**src/rtl/i2c_arb_pkg.sv**
```systemverilog
// ============================================================================
// Module      : i2c_arb_pkg
// Description : Shared widths and FSM state type for the I2C arbiter.
// Revision    : 1.0 - initial release
// ============================================================================
`default_nettype none

package i2c_arb_pkg;

    localparam int ADDR_W = 7;
    localparam int BYTE_W = 8;

    typedef enum logic [2:0] {
        S_IDLE        = 3'd0,
        S_ISSUE       = 3'd1,
        S_AWAIT_START = 3'd2,
        S_AWAIT_END   = 3'd3,
        S_COMPLETE    = 3'd4
    } state_t;

endpackage

`default_nettype wire

```
**src/rtl/i2c_arbiter_rr_picker.sv**
```systemverilog
// ============================================================================
// Module      : rr_picker
// Description : Combinational round-robin pick starting just above last_grant.
// Revision    : 1.0 - initial release
// ============================================================================
`default_nettype none

module rr_picker #(
    parameter int NUM_REQ = 2,
    parameter int IDX_W   = 1
) (
    input  logic [NUM_REQ-1:0] i_request,
    input  logic [IDX_W-1:0]   i_last_grant,
    output logic [IDX_W-1:0]   o_winner,
    output logic               o_valid
);

    logic [IDX_W-1:0] w_idx;

    // Scan offsets from farthest to nearest so the nearest requester wins.
    always_comb begin
        o_winner = '0;
        w_idx    = '0;
        for (int k = NUM_REQ; k >= 1; k--) begin
            w_idx = IDX_W'((int'(i_last_grant) + k) % NUM_REQ);
            if (i_request[w_idx]) begin
                o_winner = w_idx;
            end
        end
    end

    assign o_valid = |i_request;

endmodule

`default_nettype wire

```
**src/rtl/i2c_arbiter.sv**
```systemverilog
// ============================================================================
// Module      : i2c_arbiter
// Description : Round-robin arbiter sharing one I2C controller among requesters.
// Revision    : 1.0 - initial release
// ============================================================================
`default_nettype none

module i2c_arbiter
    import i2c_arb_pkg::*;
#(
    parameter int NUM_REQ       = 2,
    parameter int REPEAT_SZ     = 6,
    parameter int START_TIMEOUT = 1024
) (
    input  logic                          clk,
    input  logic                          reset,
    input  logic [NUM_REQ-1:0]            req_activate,
    input  logic [NUM_REQ-1:0]            req_read,
    input  logic [NUM_REQ-1:0]            req_read_two,
    input  logic [ADDR_W*NUM_REQ-1:0]     req_address,
    input  logic [BYTE_W*NUM_REQ-1:0]     req_location,
    input  logic [BYTE_W*NUM_REQ-1:0]     req_data,
    input  logic [REPEAT_SZ*NUM_REQ-1:0]  req_repeat,
    output logic [NUM_REQ-1:0]            req_busy,
    output logic [NUM_REQ-1:0]            req_done,
    output logic                          rsp_success,
    output logic                          rsp_abort,
    output logic [BYTE_W-1:0]             rsp_data1,
    output logic [BYTE_W-1:0]             rsp_data2,
    output logic                          i2c_activate,
    output logic                          i2c_read,
    output logic                          i2c_read_two,
    output logic [ADDR_W-1:0]             i2c_address,
    output logic [BYTE_W-1:0]             i2c_location,
    output logic [BYTE_W-1:0]             i2c_data,
    output logic [REPEAT_SZ-1:0]          i2c_data_repeat,
    input  logic                          i2c_busy,
    input  logic                          i2c_success,
    input  logic                          i2c_abort,
    input  logic [BYTE_W-1:0]             i2c_data1,
    input  logic [BYTE_W-1:0]             i2c_data2
);

    localparam int                 c_IDX_W   = (NUM_REQ > 1) ? $clog2(NUM_REQ) : 1;
    localparam int                 c_TO_W    = (START_TIMEOUT > 1) ? $clog2(START_TIMEOUT) : 1;
    localparam logic [c_TO_W-1:0]  c_TO_LAST = c_TO_W'(START_TIMEOUT - 1);
    localparam logic [NUM_REQ-1:0] c_ONE     = NUM_REQ'(1);

    state_t              r_state;
    logic [c_IDX_W-1:0]  r_owner;
    logic [c_IDX_W-1:0]  r_last_grant;
    logic [c_TO_W-1:0]   r_timer;
    logic                r_sticky_success;
    logic                r_sticky_abort;

    logic [c_IDX_W-1:0]  w_winner;
    logic                w_valid;
    logic                w_success_any;
    logic                w_abort_any;

    rr_picker #(
        .NUM_REQ (NUM_REQ),
        .IDX_W   (c_IDX_W)
    ) u_rr_picker (
        .i_request    (req_activate),
        .i_last_grant (r_last_grant),
        .o_winner     (w_winner),
        .o_valid      (w_valid)
    );

    // Include the current cycle so a result coinciding with busy falling is kept.
    assign w_success_any = r_sticky_success | i2c_success;
    assign w_abort_any   = r_sticky_abort   | i2c_abort;

    always_ff @(posedge clk or negedge reset) begin
        if (!reset) begin
            r_state          <= S_IDLE;
            r_owner          <= '0;
            r_last_grant     <= c_IDX_W'(NUM_REQ - 1);
            r_timer          <= '0;
            r_sticky_success <= 1'b0;
            r_sticky_abort   <= 1'b0;
            req_busy         <= '0;
            req_done         <= '0;
            rsp_success      <= 1'b0;
            rsp_abort        <= 1'b0;
            rsp_data1        <= '0;
            rsp_data2        <= '0;
            i2c_activate     <= 1'b0;
            i2c_read         <= 1'b0;
            i2c_read_two     <= 1'b0;
            i2c_address      <= '0;
            i2c_location     <= '0;
            i2c_data         <= '0;
            i2c_data_repeat  <= '0;
        end else begin
            case (r_state)
                S_IDLE: begin
                    if (w_valid) begin
                        r_owner          <= w_winner;
                        i2c_address      <= req_address[w_winner*ADDR_W +: ADDR_W];
                        i2c_location     <= req_location[w_winner*BYTE_W +: BYTE_W];
                        i2c_data         <= req_data[w_winner*BYTE_W +: BYTE_W];
                        i2c_data_repeat  <= req_repeat[w_winner*REPEAT_SZ +: REPEAT_SZ];
                        i2c_read         <= req_read[w_winner];
                        i2c_read_two     <= req_read_two[w_winner];
                        req_busy         <= c_ONE << w_winner;
                        r_sticky_success <= 1'b0;
                        r_sticky_abort   <= 1'b0;
                        r_state          <= S_ISSUE;
                    end
                end
                S_ISSUE: begin
                    if (!i2c_busy) begin
                        i2c_activate <= 1'b1;
                        r_timer      <= '0;
                        r_state      <= S_AWAIT_START;
                    end
                end
                S_AWAIT_START: begin
                    if (i2c_busy) begin
                        i2c_activate <= 1'b0;
                        r_state      <= S_AWAIT_END;
                    end else if (r_timer == c_TO_LAST) begin
                        // Controller never started: report a self-abort.
                        i2c_activate     <= 1'b0;
                        r_sticky_abort   <= 1'b1;
                        r_sticky_success <= 1'b0;
                        req_busy         <= '0;
                        req_done         <= c_ONE << r_owner;
                        rsp_success      <= 1'b0;
                        rsp_abort        <= 1'b1;
                        rsp_data1        <= '0;
                        rsp_data2        <= '0;
                        r_state          <= S_COMPLETE;
                    end else begin
                        r_timer <= r_timer + c_TO_W'(1);
                    end
                end
                S_AWAIT_END: begin
                    r_sticky_success <= w_success_any;
                    r_sticky_abort   <= w_abort_any;
                    if (!i2c_busy) begin
                        req_busy    <= '0;
                        req_done    <= c_ONE << r_owner;
                        rsp_success <= w_success_any & ~w_abort_any;
                        rsp_abort   <= w_abort_any;
                        rsp_data1   <= i2c_data1;
                        rsp_data2   <= i2c_data2;
                        r_state     <= S_COMPLETE;
                    end
                end
                S_COMPLETE: begin
                    req_done     <= '0;
                    rsp_success  <= 1'b0;
                    rsp_abort    <= 1'b0;
                    rsp_data1    <= '0;
                    rsp_data2    <= '0;
                    r_last_grant <= r_owner;
                    r_state      <= S_IDLE;
                end
                default: begin
                    r_state <= S_IDLE;
                end
            endcase
        end
    end

endmodule

`default_nettype wire

```
**config.mk**
```make
export PLATFORM = sky130hd
export DESIGN_NAME = i2c_arbiter
export DESIGN_NICKNAME = d
export VERILOG_FILES = /design/src/rtl/i2c_arb_pkg.sv /design/src/rtl/i2c_arbiter_rr_picker.sv /design/src/rtl/i2c_arbiter.sv
export SDC_FILE = /design/constraint.sdc
export NUM_CORES = 1
export LEC_CHECK = 0
export BUFFER_PORTS_ARGS = -buffer_cell sky130_fd_sc_hd__buf_2
export CORE_ASPECT_RATIO = 1.75
export CORE_UTILIZATION = 47
export DETAILED_ROUTE_END_ITERATION = 8
export PLACE_DENSITY = 0.79
export SLEW_MARGIN = 30
export SYNTH_ARGS = -nofsm -noshare
export SYNTH_HDL_FRONTEND = slang
export SYNTH_SLANG_ARGS = --single-unit
```
**constraint.sdc**
```tcl
create_clock -name clk -period 2.6 [get_ports clk]
set_clock_uncertainty 0.1 [all_clocks]
set_input_delay 0.13 -clock clk [delete_from_list [all_inputs] [get_ports clk]]
set_output_delay 0.13 -clock clk [all_outputs]
set_load 0.005 [all_outputs]
```
==> results of run 1 <==
metrics by stage:
step	instance area, µm²	power (mW)	hold WS [ps]
finish	4640	4.91	1.81
detailed placement	3970	3.35	142
CTS	4640	4.95	0.0737
floorplan	3180	2.66	-266
global placement	3970	3.29	134
global route	4640	5.21	6.41
cells in the final DEF, fill, tap and decap left out, drive strengths merged, types with 2 or more instances in the layout:
cell type / count
buf: 148
dfrtp: 70
nand2: 40
o21ai: 36
mux2i: 32
dlygate4sd3: 30
a22o: 17
nor2: 11
clkbuf: 11
a21oi: 8
nand3: 6
o31ai: 5
inv: 4
bufinv: 4
a211oi: 4
o211ai: 3
or4b: 3
or4: 3
o41ai: 2
nor3b: 2
nand3b: 2
a31o: 2
nor4b: 2
nor3: 2
critical path: cells and delay by family (launching register included):
family          cells  cell delay, ps
mux                 1             250
buf+inv             3            1190
flops               1             380
compound gates      2             170
power by group through the flow:
stage	logic [mW]	registers [mW]	clock network (mW)
after global routing	1.73	1.90	1.58
final	1.55	1.85	1.52
after floorplan	0.810	1.85	0
after global placement	1.45	1.84	0
after detailed placement	1.50	1.86	0
after CTS	1.56	1.84	1.54
cell usage after synthesis (2+ instances only):
library cell,instances,share of area
or4_1,3,0.0071
o21ai_1,2,0.0032
clkbuf_1,8,0.0095
a211oi_1,3,0.0071
nand3b_1,2,0.0047
dfrtp_1,70,0.55
a21oi_1,8,0.013
or4b_1,2,0.0063
nand2_1,40,0.047
nor3b_1,2,0.0047
nor2_1,10,0.012
buf_2,7,0.011
o31ai_1,4,0.0095
o41ai_1,2,0.0055
a31o_2,2,0.0055
o211ai_1,3,0.0071
nand3_1,6,0.0095
inv_1,4,0.0047
o21ai_0,34,0.054
mux2i_1,32,0.10
a22o_1,17,0.047
layer usage:
metal / vias to the layer above / routed length (µm)
met4: 0 / 278
met5: - / 0
li1: 1381 / -
met3: 24 / 412
met1: 1392 / 3180
met2: 109 / 4620
worst max-delay path by stage:
stage | to | slack (ps) | depth (start not counted)
after floorplan | i2c_location[0]$_DFFE_PN0P_ | 780 | 7
after global placement | r_sticky_success$_DFFE_PN0P_ | 600 | 3
after detailed placement | r_timer[9]$_DFFE_PN0P_ | 540 | 5
after CTS | i2c_data[0]$_DFFE_PN0P_ | 380 | 6
after global routing | i2c_read$_DFFE_PN0P_ | 260 | 6
final | i2c_read$_DFFE_PN0P_ | 340 | 6
cell families (layout without fill, tap and decap cells):
group,count (synthesis),in the layout
buffers and inverters,22,198
adders and majority gates,1,1
DFF,71,71
AOI/OAI and AO/OA,83,83
and+or+nand+nor,77,77
muxes,33,33
layout make-up:
cell class | instances | area (µm²) | area share
Tap cell | 82 | 103 | 0.0221
Timing Repair Buffer | 178 | 1070 | 0.230
Inverter | 4 | 15.0 | 0.00323
Sequential cell | 71 | 1780 | 0.383
Clock buffer | 11 | 243 | 0.0523
Clock inverter | 5 | 129 | 0.0278
Multi-Input combinational cell | 194 | 1310 | 0.282
sequential cells by signal (all words and copies together), names as in the netlist, 2 cells and up:
signal,count
i2c_location,8
req_busy,2
rsp_data1,8
i2c_address,7
r_state,3
rsp_data2,8
req_done,2
r_timer,10
i2c_data_repeat,6
i2c_data,8
==> flow_summary.ini, run 1 <==
[status]
status = complete, no violations

[grt]
grt_use_met3 = 0.0556
antenna_found_initial = 0
grt-ovfl-total = 0
grt_pass1_wl_mm = 13.5
gr-usage-met2 = 0.436
grt_max_degree = 69
grt_pass1_vias = 2867
use_met1 = 0.280
groute.usage.overall = 0.252
busiest_layer = met2

[worst_setup_path]
crit_slowest_cell = dlygate4sd3_1
reg2reg_to = i2c_read$_DFFE_PN0P_
critical_path.max_fanout = 21
crit_chain = a21boi_4, buf_4, buf_4, mux2i_1, dlygate4sd3_1, o21ai_1
critical_path_class = reg2reg
regToRegStartpoint = r_last_grant$_DFFE_PN1P_
startpoint = r_last_grant$_DFFE_PN1P_
r2r_slack_ps = 340
required_ps = 2700
arrival_ps = 2350
crit_path_end_kind = flop
critPathMaxStageDelay_ps = 580
path_common_cell = buf_4
crit_path_start_kind = flop
ff2ff_path_depth = 6

[clock_tree]
clock_path_buffers = 2
cts_resized = 0
ctsHoldBuffers = 30
h-tree-depth = 3
post_cts_buffers = 0
cts-root-buf = clkbuf_16
cts_buffers = 9
worstSkewPairLatency_ps = 330
tritoncts = built
clk_pin_slew_ps = 60
cts_sinks = 71

[routing]
drtPass1Iterations = 4
drc = 0
via_count = 2906
routedWlPerCell_um = 15.6
wirelength_mm = 8.49
dr.first_iter.drc_count = 141
ant_nets = 0
drt-vias-per-instance = 5.33

[sta]
period_needed_ps = 2260
finalCritPeriodShare = 0.868
setup_viol = 0
max_freq_mhz = 443
setup_tns_ps = 0
worst_pin_slew_ps = 757
rsz0062_at_grt = no
hold_violations = 0
slew_viol_final = 0
setup_ws_ps = 343
relSlewSlack = 0.495

[place]
pre_cts_ws_ps = 538
io_buffers = 138
dp_cells = 499
gp_congestion = 0.815
place_hpwl_mm = 5.59

[yosys]
yosysWarnings = 0
synth_cells = 287
synth_nets = 373
synthAdderAreaFrac = 0.00394
synth.area.mux_share = 0.104
syn_area_um2 = 3180
ys_types = 47
seq_area_frac_synth = 0.560
avgSynthCellArea_um2 = 11.1
ys_ff_latch = 71
synthXorXnorAreaFrac = 0
synth_edf_count = 0
synth-compound-area-share = 0.176
yosys.area_share.simple = 0.124
synth_top_family_by_area = compound AO/OA/AOI/OAI gates
async_reset_ff_frac = 1.00
synth_flop_cell = dfrtp_1

[floorplanning]
die_w_um = 64.1
ios = 139
die_h_um = 111
rows = 39
start_util = 0.486
core_area_um2 = 6540
dieArea_um2 = 7100

[pwr]
powerDensity_nw_per_um2 = 1060
p_sw_mw = 1.52
ir_drop_mv = 0.872
comb_power_share = 0.315
p_seq_frac = 0.376
clkPwrFrac = 0.309
power.static_leakage_nw = 2.37
swShare = 0.310
intPower_mw = 3.39

[final_layout]
drive_gt1_frac = 0.378
diodes = 0
fillers = 509
final_util = 0.710
final_nets = 544
syn2layout_area_growth_pct = 46.1
final_cells = 545

[hold_path]
worstHoldStart = req_data[12]
hold_path.class = in2reg
whs_endpoint = i2c_data[4]$_DFFE_PN0P_
whs_path_depth = 3

[flow_run]
drv_cap = 0
(Power assumes the default switching activity.)
==> run 2, diff against run 1 <==
- ABC_AREA: default -> 1
- CAP_MARGIN: default -> 0
- CORE_UTILIZATION: 47 -> 49
- PLACE_DENSITY: 0.79 -> 0.8
==> run 2 against run 1 <==
Global-route usage increased by 1.8 points. Routed wire length rose by 12%. Combinational power rose by 39%. Count of clock-buffer cells in the layout down 1. Setup slack lost 85 ps. Core utilization fell by 1.5 points. Via count rose by 23%. Largest cell class unchanged.
==> flow_summary.ini, run 2 <==
[status]
status = complete, no violations

[routing]
drt-vias-per-instance = 5.23
routedWlPerCell_um = 13.9
ant_nets = 0
drc = 0
dr.first_iter.drc_count = 218
via_count = 3588
wirelength_mm = 9.50
drtPass1Iterations = 4

[clock_tree]
tritoncts = built
post_cts_buffers = 0
cts_sinks = 71
clock_path_buffers = 2
h-tree-depth = 3
worstSkewPairLatency_ps = 330
cts-root-buf = clkbuf_16
cts_buffers = 9
clk_pin_slew_ps = 60

[grt]
gr-usage-met2 = 0.477
grt_max_degree = 43
grt_pass1_vias = 3584
grt-ovfl-total = 0
busiest_layer = met2
use_met1 = 0.304
grt_use_met3 = 0.0665
antenna_found_initial = 0
grt_pass1_wl_mm = 15.8
groute.usage.overall = 0.270

[floorplanning]
rows = 40
ios = 139
die_w_um = 66.6
core_area_um2 = 6960
die_h_um = 115
dieArea_um2 = 7660
start_util = 0.515

[pwr]
powerDensity_nw_per_um2 = 1070
power.static_leakage_nw = 2.52
clkPwrFrac = 0.213
p_sw_mw = 2.02
p_seq_frac = 0.370
comb_power_share = 0.417
power_mw = 5.15
swShare = 0.392
intPower_mw = 3.13
ir_drop_mv = 0.634

[final_layout]
fillers = 545
largest_register_ffs = 10
design_area_um2 = 4830
final_cells = 686
final_util = 0.695
diodes = 0
multi_input_area_um2 = 1590
seq_area_um2 = 1780
drive_gt1_frac = 0.304
regMostFlops = r_timer
syn2layout_area_growth_pct = 35.0
final_common_cell = buf_2
final_cell_mix = buf_2, nand2_1, dfrtp_1, o21ai_0, nor2_1
final_nets = 683

[sta]
finalCritPeriodShare = 0.901
setup_viol = 0
setup_tns_ps = 0
period_needed_ps = 2340
hold_violations = 0
slew_viol_final = 0
worst_pin_slew_ps = 705
max_freq_mhz = 427
relSlewSlack = 0.530
rsz0062_at_grt = no

[yosys]
ys_top_cells_by_area = dfrtp_1, nand2_1, o21ai_0
synth_cells = 439
synth_flop_cell = dfrtp_1
yosysMostFrequentCell = nand2_1
synth_top_area_cell = dfrtp_1
ys_ff_latch = 71
syn_area_um2 = 3580
synth_common_cells = nand2_1, dfrtp_1, o21ai_0
avgSynthCellArea_um2 = 8.15
yosysWarnings = 0
seq_area_frac_synth = 0.497
synth_nets = 525
ys_types = 29
async_reset_ff_frac = 1.00
synth_top_area_frac = 0.489
synth_edf_count = 0

[worst_setup_path]
startpoint = r_last_grant$_DFFE_PN1P_
critical_path_class = reg2reg
crit_path_start_kind = flop
critical_path.max_fanout = 33
regToRegStartpoint = r_last_grant$_DFFE_PN1P_
crit_path_end_kind = flop
arrival_ps = 2460
required_ps = 2720
ff2ff_path_depth = 6

[hold_path]
whs_path_depth = 3
worstHoldStart = req_repeat[6]
hold_path.class = in2reg

[place]
place_hpwl_mm = 6.34
dp_cells = 642
io_buffers = 138
gp_congestion = 0.822
placed_area_um2 = 4280

[flow_run]
drv_cap = 0
-- run 2: cell types whose count changed in the layout (fill, tap and decap cells not counted), sizes merged, moves of 5 or more --
cell    change
a22o       -17
nor2       +40
nand3b     +14
o21ai      +37
buf         -6
nand3      +19
nand2      +99
o31ai       -5
inv        +15
nand4      +10
mux2i      -32
-- run 2: repair_timing --
action / CTS / global route
gates resized for setup: 0 / 1
hold buffers: 28 / 0
hold endpoints to repair: 50 / 0
setup endpoints to repair: 0 / 6
-- run 2: metrics by stage --
stage / setup WS, ps / hold slack (ps)
after global placement: 490 / 126
after detailed placement: 562 / 121
final: 258 / 2.40
after floorplan: 1000 / -266
after CTS: 219 / 0.837
after global routing: 89.2 / 13.7
-- run 2: layout make-up --
type / count / area share
clock inverter: 6 / 0.00777
clock buffer: 10 / 0.0474
tap: 84 / 0.0218
multi-input combinational: 325 / 0.329
sequential: 71 / 0.368
inverter: 20 / 0.0163
timing repair buffer: 170 / 0.210
-- run 2: cells by family (layout without fill, tap and decap cells) --
family,Yosys count,in the layout,synth area share
AO/OA/AOI/OAI,79,79,0.118
XOR/XNOR,2,2,0.00489
adder cells (fa/ha/maj),1,1,0.00349
buffers and inverters,43,206,0.0622
flip-flops,71,71,0.497
AND/OR/NAND/NOR,243,243,0.314
-- run 2: power by group through the flow --
stage | logic, mW | registers (mW) | clock network (mW)
2_1_floorplan | 1.26 | 1.92 | 0
3_3_place_gp | 1.93 | 1.89 | 0
4_1_cts | 2.14 | 1.90 | 1.11
3_5_place_dp | 2.01 | 1.91 | 0
5_1_grt | 2.46 | 1.96 | 1.16
6_report | 2.15 | 1.91 | 1.10
-- run 2: path summary, 6_finish.rpt --
| kind | endpoint | slack (ps) |
|---|---|---|
| max | i2c_data[4]$_DFFE_PN0P_ | 260 |
| min | i2c_data_repeat[0]$_DFFE_PN0P_ | 2 |
| max reg2reg | i2c_data[4]$_DFFE_PN0P_ | 260 |
| min reg2reg | rsp_data2[3]$_DFFE_PN0P_ | 360 |
| max in group asynchronous | r_last_grant$_DFFE_PN1P_ | 1370 |
| min in group asynchronous | i2c_address[1]$_DFFE_PN0P_ | 290 |
-- run 2: per-layer routing --
metal,vias up,routed length [µm]
met2,135,5130
met1,1688,3650
met3,19,534
met4,0,187
met5,-,0
li1,1746,-
-- run 2: critical path: stages, from the launching register on --
cell and delay, ps:
dfstp_2 380, a21oi_4 560, inv_1 130, buf_4 270, nor2_1 120, o21ai_0 100, dlygate4sd3_1 560
